===== src/rtl/divider_seq.sv =====
// Iterative unsigned restoring divider: one quotient bit per cycle, valid/ready on both sides.
// A zero divisor skips iteration and returns all-ones quotient with the dividend as remainder.
module divider_seq #(
    parameter int unsigned N = 32
) (
    input  logic         clk,
    input  logic         rst,
    input  logic         i_valid,
    output logic         o_ready,
    input  logic [N-1:0] dividend,
    input  logic [N-1:0] divisor,
    output logic         o_valid,
    input  logic         i_ready,
    output logic [N-1:0] quotient,
    output logic [N-1:0] remainder,
    output logic         div_by_zero
);

    localparam int unsigned CntW = (N > 2) ? $clog2(N) : 1;

    typedef enum logic [1:0] {
        StIdle,
        StRun,
        StDone
    } state_e;

    state_e            state_q, state_d;
    logic [N-1:0]      rem_q, rem_d;
    logic [N-1:0]      q_q, q_d;
    logic [N-1:0]      dsr_q, dsr_d;
    logic [CntW-1:0]   count_q, count_d;
    logic [N-1:0]      quotient_q, quotient_d;
    logic [N-1:0]      remainder_q, remainder_d;
    logic              dbz_q, dbz_d;

    logic [N:0]        trial;
    logic [N:0]        diff;
    logic              no_borrow;

    // Trial subtraction as an adder with inverted divisor and carry-in of one;
    // carry-out set means the divisor fits into the shifted partial remainder.
    assign trial = {rem_q, q_q[N-1]};
    assign {no_borrow, diff} = {1'b0, trial} + {1'b0, ~{1'b0, dsr_q}}
                               + {{(N + 1){1'b0}}, 1'b1};

    always_comb begin
        state_d     = state_q;
        rem_d       = rem_q;
        q_d         = q_q;
        dsr_d       = dsr_q;
        count_d     = count_q;
        quotient_d  = quotient_q;
        remainder_d = remainder_q;
        dbz_d       = dbz_q;

        case (state_q)
            StIdle: begin
                if (i_valid) begin
                    dsr_d = divisor;
                    if (divisor != '0) begin
                        rem_d   = '0;
                        q_d     = dividend;
                        count_d = '0;
                        state_d = StRun;
                    end else begin
                        quotient_d  = '1;
                        remainder_d = dividend;
                        dbz_d       = 1'b1;
                        state_d     = StDone;
                    end
                end
            end
            StRun: begin
                rem_d   = no_borrow ? diff[N-1:0] : trial[N-1:0];
                q_d     = {q_q[N-2:0], no_borrow};
                count_d = count_q + CntW'(1);
                if (count_q == CntW'(N - 1)) begin
                    quotient_d  = q_d;
                    remainder_d = rem_d;
                    dbz_d       = 1'b0;
                    state_d     = StDone;
                end
            end
            StDone: begin
                if (i_ready) begin
                    state_d = StIdle;
                end
            end
            default: begin
                state_d = StIdle;
            end
        endcase
    end

    always_ff @(posedge clk or negedge rst) begin
        if (!rst) begin
            state_q     <= StIdle;
            rem_q       <= '0;
            q_q         <= '0;
            dsr_q       <= '0;
            count_q     <= '0;
            quotient_q  <= '0;
            remainder_q <= '0;
            dbz_q       <= 1'b0;
        end else begin
            state_q     <= state_d;
            rem_q       <= rem_d;
            q_q         <= q_d;
            dsr_q       <= dsr_d;
            count_q     <= count_d;
            quotient_q  <= quotient_d;
            remainder_q <= remainder_d;
            dbz_q       <= dbz_d;
        end
    end

    assign o_ready     = (state_q == StIdle);
    assign o_valid     = (state_q == StDone);
    assign quotient    = quotient_q;
    assign remainder   = remainder_q;
    assign div_by_zero = dbz_q;

endmodule


===== config.mk =====
export PLATFORM = sky130hd
export DESIGN_NAME = divider_seq
export DESIGN_NICKNAME = d
export VERILOG_FILES = /design/src/rtl/divider_seq.sv
export SDC_FILE = /design/constraint.sdc
export NUM_CORES = 1
export LEC_CHECK = 0
export BUFFER_PORTS_ARGS = -buffer_cell sky130_fd_sc_hd__buf_2
export CORE_MARGIN = 5
export CORE_UTILIZATION = 36
export DETAILED_ROUTE_END_ITERATION = 8
export PLACE_DENSITY = 0.62
export SYNTH_ARGS = -nofsm -noshare
export SYNTH_HDL_FRONTEND = slang
export SYNTH_SLANG_ARGS = --single-unit

===== constraint.sdc =====
create_clock -name clk -period 2.9 [get_ports clk]
set_clock_uncertainty 0.2 [all_clocks]
set_input_delay 0.725 -clock clk [delete_from_list [all_inputs] [get_ports clk]]
set_output_delay 0.725 -clock clk [all_outputs]
set_load 0.05 [all_outputs]

==> results.toml, run 1 <==
[die]
die_h_um = 169
ioPinCount = 135
core_sq_mm = 0.0251
die-area_sq_mm = 0.0287
die_w_um = 169
rows = 58
start_util_pct = 36.4

[timing]
hold_viol = 0
drv_slew = 0
max_freq_ghz = 0.344
maxSlewHeadroom_pct = 58.4
setup-tns-final_ns = -0.0108
rsz0062_at_grt = "yes"
final-setup-viol-count = 2
min_period_ns = 2.91
layout_setup_ws_ns = -0.00800
worst_pin_slew_ns = 0.625
period_share_pct = 100

[route]
wl_per_cell_um = 17.4
drt_iter0_drc = 589
drc_errors = 0
viasPerCell = 5.30
wirelength_um = 28500
antenna_left = 0
num_vias = 8655
firstDrtPassIters = 5

[synth]
synth_edf_count = 0
ys_types = 66
yosysTopAreaCellShare_pct = 46.0
synth_seq_cells = 168
syn_area_sq_mm = 0.00913
synth.most_common_cell = "nand2_1"
yosysTopAreaCell = "dfrtp_1"
synth.avg_cell_area_sq_um = 8.63
synth_flop_cell = "dfrtp_1"
synth_top_cells_by_count = "179 x nand2_1, 168 x dfrtp_1, 135 x nor2_1, 80 x o21ai_0, 54 x a21oi_1"
netlist_instances = 1058
ys_top_cells_by_area = "dfrtp_1 46%, nand2_1 7.4%, nor2_1 5.5%"
ys_warn_count = 0
syn_nets = 1161
postSynth.asyncResetShare_pct = 100
yosysSeqAreaShare_pct = 46.0

[worst_hold_path]
hp-class = "input pin to async pin"

[finish]
multi_input_area_sq_mm = 0.00502
final_area_sq_mm = 0.0124
regArea_sq_mm = 0.00421
fin_util_pct = 49.3
nFillCells = 2394
fin_nets = 1395
syn2layout_area_growth_pct = 35.6
drive_above_1_share_pct = 31.1
num_antenna_cells = 0

[placement]
dp_slack_ns = -0.188
dp_hpwl_um = 21000
place.gp.congestion = 0.914
postPlaceCellArea_sq_mm = 0.0111
portBuffers = 134

[clock_network]
cts_buffers = 17
cts_tree = "done"
cts.clk_slew.worst_paths_ns = 0.07
h-tree-depth = 4
cts_buffer_depth = 2
clock-root-buffer = "clkbuf_16"
clock-sinks = 168
clock_latency_ns = 0.43

[global_routing]
top_usage_layer = "met1"
grt_max_degree = 65
grt_first_pass_wirelength_um = 44900
grt_pass1_vias = 8331
grt_overflow = 0
antenna_found_initial = 0
grt_util_met1_pct = 29.0
grt_use_met2_pct = 28.6
use_met3_pct = 4.47
track_usage_pct = 19.4

[setup_path]
end_kind = "flip-flop"
cp.required_ns = 3.00
critPathKind = "flip-flop to flip-flop"
critPathLaunchType = "flip-flop"
cp_data_arrival_time_ns = 3.01
critPathMaxFanout = 3

[run]
maxCapViolCount = 0

[outcome]
violations = "setup timing"
outcome = "finished, violations left"
-- routing by layer --
| metal | wire, um | share of wire, % |
|---|---|---|
| met5 | 0 | 0 |
| met3 | 1900 | 6.7 |
| met2 | 12500 | 44 |
| met4 | 385 | 1.4 |
| met1 | 13700 | 48 |
-- registers in the layout (all words and copies together), names as in the netlist --
signal / count
state_q: 2
q_q: 32
remainder: 32
dsr_q: 32
div_by_zero: 1
rem_q: 32
quotient: 32
count_q: 5
-- critical path, stage by stage (launching register included) --
cell and delay, ns:
dfrtp_1 0.38, inv_1 0.06, ha_2 0.18, inv_2 0.04
fa_2 0.36, a211oi_4 0.26, o21ai_2 0.11, a22oi_2 0.22
buf_4 0.18, a311o_1 0.21, nand3_2 0.09, xor2_1 0.15
mux2i_1 0.24, a21oi_1 0.11
-- kinds of logic (layout without fill, tap and decap cells) --
group | after synthesis | after routing | share of synthesized area (%)
flops | 168 | 168 | 46.0
xor+xnor | 25 | 25 | 2.40
fa+ha+maj | 35 | 35 | 4.88
compound gates | 276 | 276 | 19.0
mux | 19 | 19 | 2.10
buf+inv | 105 | 351 | 5.04
simple gates | 430 | 430 | 20.5
-- layout make-up --
type | instances | share of cell area, %
clock buffer | 17 | 3.44
multi-input combinational | 785 | 40.5
tap | 330 | 3.34
sequential | 168 | 34.0
clock inverter | 14 | 1.53
timing repair buffer | 280 | 15.9
inverter | 40 | 1.21
-- metrics by stage --
step | hold slack, ns | std cells
finish | 0.0815 | 1634
global route | 0.123 | 1634
detailed placement | 0.281 | 1588
global placement | 0.268 | 1588
CTS | 0.104 | 1621
floorplan | 0.229 | 1058
-- cells in the final DEF, fill, tap and decap left out, drive strengths merged, types with 4 or more instances in the layout --
cell type / synthesis / layout
buf: 21 / 279
nand2: 179 / 179
dfrtp: 168 / 168
nor2: 135 / 135
o21ai: 88 / 88
a21oi: 54 / 54
nor3: 45 / 45
inv: 40 / 45
a31oi: 42 / 42
ha: 34 / 34
clkbuf: 44 / 18
mux2i: 18 / 18
nor4: 16 / 16
xor2: 14 / 14
o211ai: 12 / 12
o21a: 12 / 12
xnor2: 11 / 11
nand3: 11 / 11
nand4: 11 / 11
or3: 10 / 10
a21o: 9 / 9
o31ai: 8 / 8
o22ai: 6 / 6
o221ai: 6 / 6
and3: 6 / 6
nor2b: 5 / 5
o31a: 4 / 4
-- final timing paths --
path	slack (ns)	startpoint	endpoint	cells after the start
max	-0.008	q_q[31]	remainder[24]	13
min	0.08	rst	quotient[7]	1
max reg2reg	-0.008	q_q[31]	remainder[24]	13
min reg2reg	0.29	remainder[14]	remainder[14]	1
max in group asynchronous	1.65	rst	q_q[16]	2
min in group clk	0.27	i_ready	state_q[1]	2
-- timing repair --
item / 4_1_cts / 5_1_grt
setup endpoints to repair: 28 / 64
setup buffers: 2 / 13
resized for setup: 23 / 79
cloned: 0 / 1
hold buffers: 0 / 0
pin swaps: 8 / 25
Power of run 1 is not shown: default switching activity piles up to over one toggle a cycle in this logic, so the estimate is an artifact.
==> run 2: changes to the inputs <==
--- a/config.mk
+++ b/config.mk
@@ -6,6 +6,8 @@
 export NUM_CORES = 1
 export LEC_CHECK = 0
 export BUFFER_PORTS_ARGS = -buffer_cell sky130_fd_sc_hd__buf_2
+export CAP_MARGIN = 40
+export CORE_ASPECT_RATIO = 1.75
 export CORE_MARGIN = 5
 export CORE_UTILIZATION = 36
 export DETAILED_ROUTE_END_ITERATION = 8
==> results.toml, run 2 (synthesis results as in run 1) <==
[route]
wl_met1_um = 11300
wl_met2_um = 14500
drc_errors = 0
antenna_left = 0
firstDrtPassIters = 5
top_layer = "met5"
wl_per_cell_um = 17.2
wl_met3_um = 1230
num_vias = 8605
viasPerCell = 5.28
drt_iter0_drc = 611
wirelength_um = 28100

[timing]
setup-tns-final_ns = -0.0212
rsz0062_at_grt = "yes"
hold_viol = 0
drv_slew = 0
worst_pin_slew_ns = 0.624
final-setup-viol-count = 2
period_share_pct = 100
maxSlewHeadroom_pct = 57.9
min_period_ns = 2.91
max_freq_ghz = 0.344
layout_setup_ws_ns = -0.0108

[die]
die_h_um = 221
start_util_pct = 36.3
core_sq_mm = 0.0251
ioPinCount = 135
die_w_um = 130
die-area_sq_mm = 0.0288
rows = 77

[setup_path]
reg2regPathDepth = 10
path_cells = "ha_4 > and3_2 > o2111a_1 > a22oi_2 > buf_4 > o31ai_4 > a31oi_1 > o211ai_1 > mux2i_1 > nor2_1"
r2r_start = "rem_q[6]"
cp_num_buf_inv = 1
cp.required_ns = 3.01
critPathMaxFanout = 6
critPathLaunchType = "flip-flop"
crit_path_top_delay_cell = "dfrtp_1"
r2r_end = "remainder[30]"
cp_data_arrival_time_ns = 3.02
critical-path-top-delay-family = "compound AO/OA/AOI/OAI gates"
max_stage_delay_ns = 0.45
end_kind = "flip-flop"
rrSetupSlack_ns = -0.01
critPathKind = "flip-flop to flip-flop"

[finish]
drive_above_1_share_pct = 31.7
syn2layout_area_growth_pct = 36.8
final_area_sq_mm = 0.0125
nFillCells = 2314
num_antenna_cells = 0
final_cell_mix = "174 x nand2_1, 167 x dfrtp_1, 135 x buf_4"
fin_nets = 1405
multi_input_area_sq_mm = 0.00510
layout_commonest_cell = "nand2_1"
fin_util_pct = 49.7
regArea_sq_mm = 0.00421
post_layout_nonfiller_instances = 1631

[clock_network]
cts_hold_buf = 0
clock-root-buffer = "clkbuf_16"
cts.clk_slew.worst_paths_ns = 0.06
clock-sinks = 168
cts_tree = "done"
cts_buffer_depth = 2
clock_latency_ns = 0.44
cts_buffers = 17
h-tree-depth = 4

[global_routing]
grt_overflow = 0
grt_first_pass_wirelength_um = 44200
track_usage_pct = 19.5
grt_max_degree = 65
grt_pass1_vias = 8402
antenna_found_initial = 1

[placement]
place.gp.congestion = 0.914
dp.cells = 1580
portBuffers = 134
postPlaceCellArea_sq_mm = 0.0111
dp_hpwl_um = 21300

[run]
maxCapViolCount = 0

[outcome]
violations = "setup timing"
outcome = "finished, violations left"

[worst_hold_path]
hp-class = "input pin to async pin"
==> run 2: cell types whose count changed in the layout (fill, tap and decap cells not counted), moves of 4 or more <==
cell,delta
nor3_1,-4
dfrtp_1,+4
buf_4,+6
clkbuf_1,+4
inv_8,-4
dfrtp_2,-4
==> run 2: cell type report <==
class,instances,share of cell area (%)
Clock inverter,10,0.771
Inverter,40,1.20
Timing Repair Buffer,290,16.7
Clock buffer,22,3.64
Tap cell,316,3.16
Sequential cell,168,33.7
Multi-Input combinational cell,785,40.8
==> run 2: routing by layer <==
| layer | vias up | track usage (%) |
|---|---|---|
| li1 | 4215 | - |
| met1 | 4131 | 23.9 |
| met2 | 204 | 33.4 |
| met3 | 53 | 3.26 |
| met4 | 2 | 8.99 |
| met5 | - | 0 |
==> run 2: what timing repair did <==
item                       in CTS  in global routing
resized for setup              30                 91
buffers inserted                3                 13
setup endpoints to repair      43                 62
pin swaps                      11                 40
gates cloned                    2                  1
==> run 2: through the flow <==
stage	setup WS, ns	hold WS (ns)
final	-0.0108	0.0265
after detailed placement	-0.153	0.283
after CTS	-0.0279	0.0385
after global placement	-0.136	0.273
after global routing	-0.175	0.0544
after floorplan	0.0524	0.229
==> run 2: worst max path at each step <==
stage	from	to	slack (ns)	depth (start not counted)
after floorplan	q_q[31]	remainder[28]	0.05	12
after global placement	q_q[31]	remainder[28]	-0.14	12
after detailed placement	q_q[31]	remainder[28]	-0.15	12
after CTS	rem_q[0]	remainder[12]	-0.03	12
after global routing	dsr_q[8]	remainder[12]	-0.17	12
final	rem_q[6]	remainder[30]	-0.01	10
Power of run 2 is left out for the same reason.
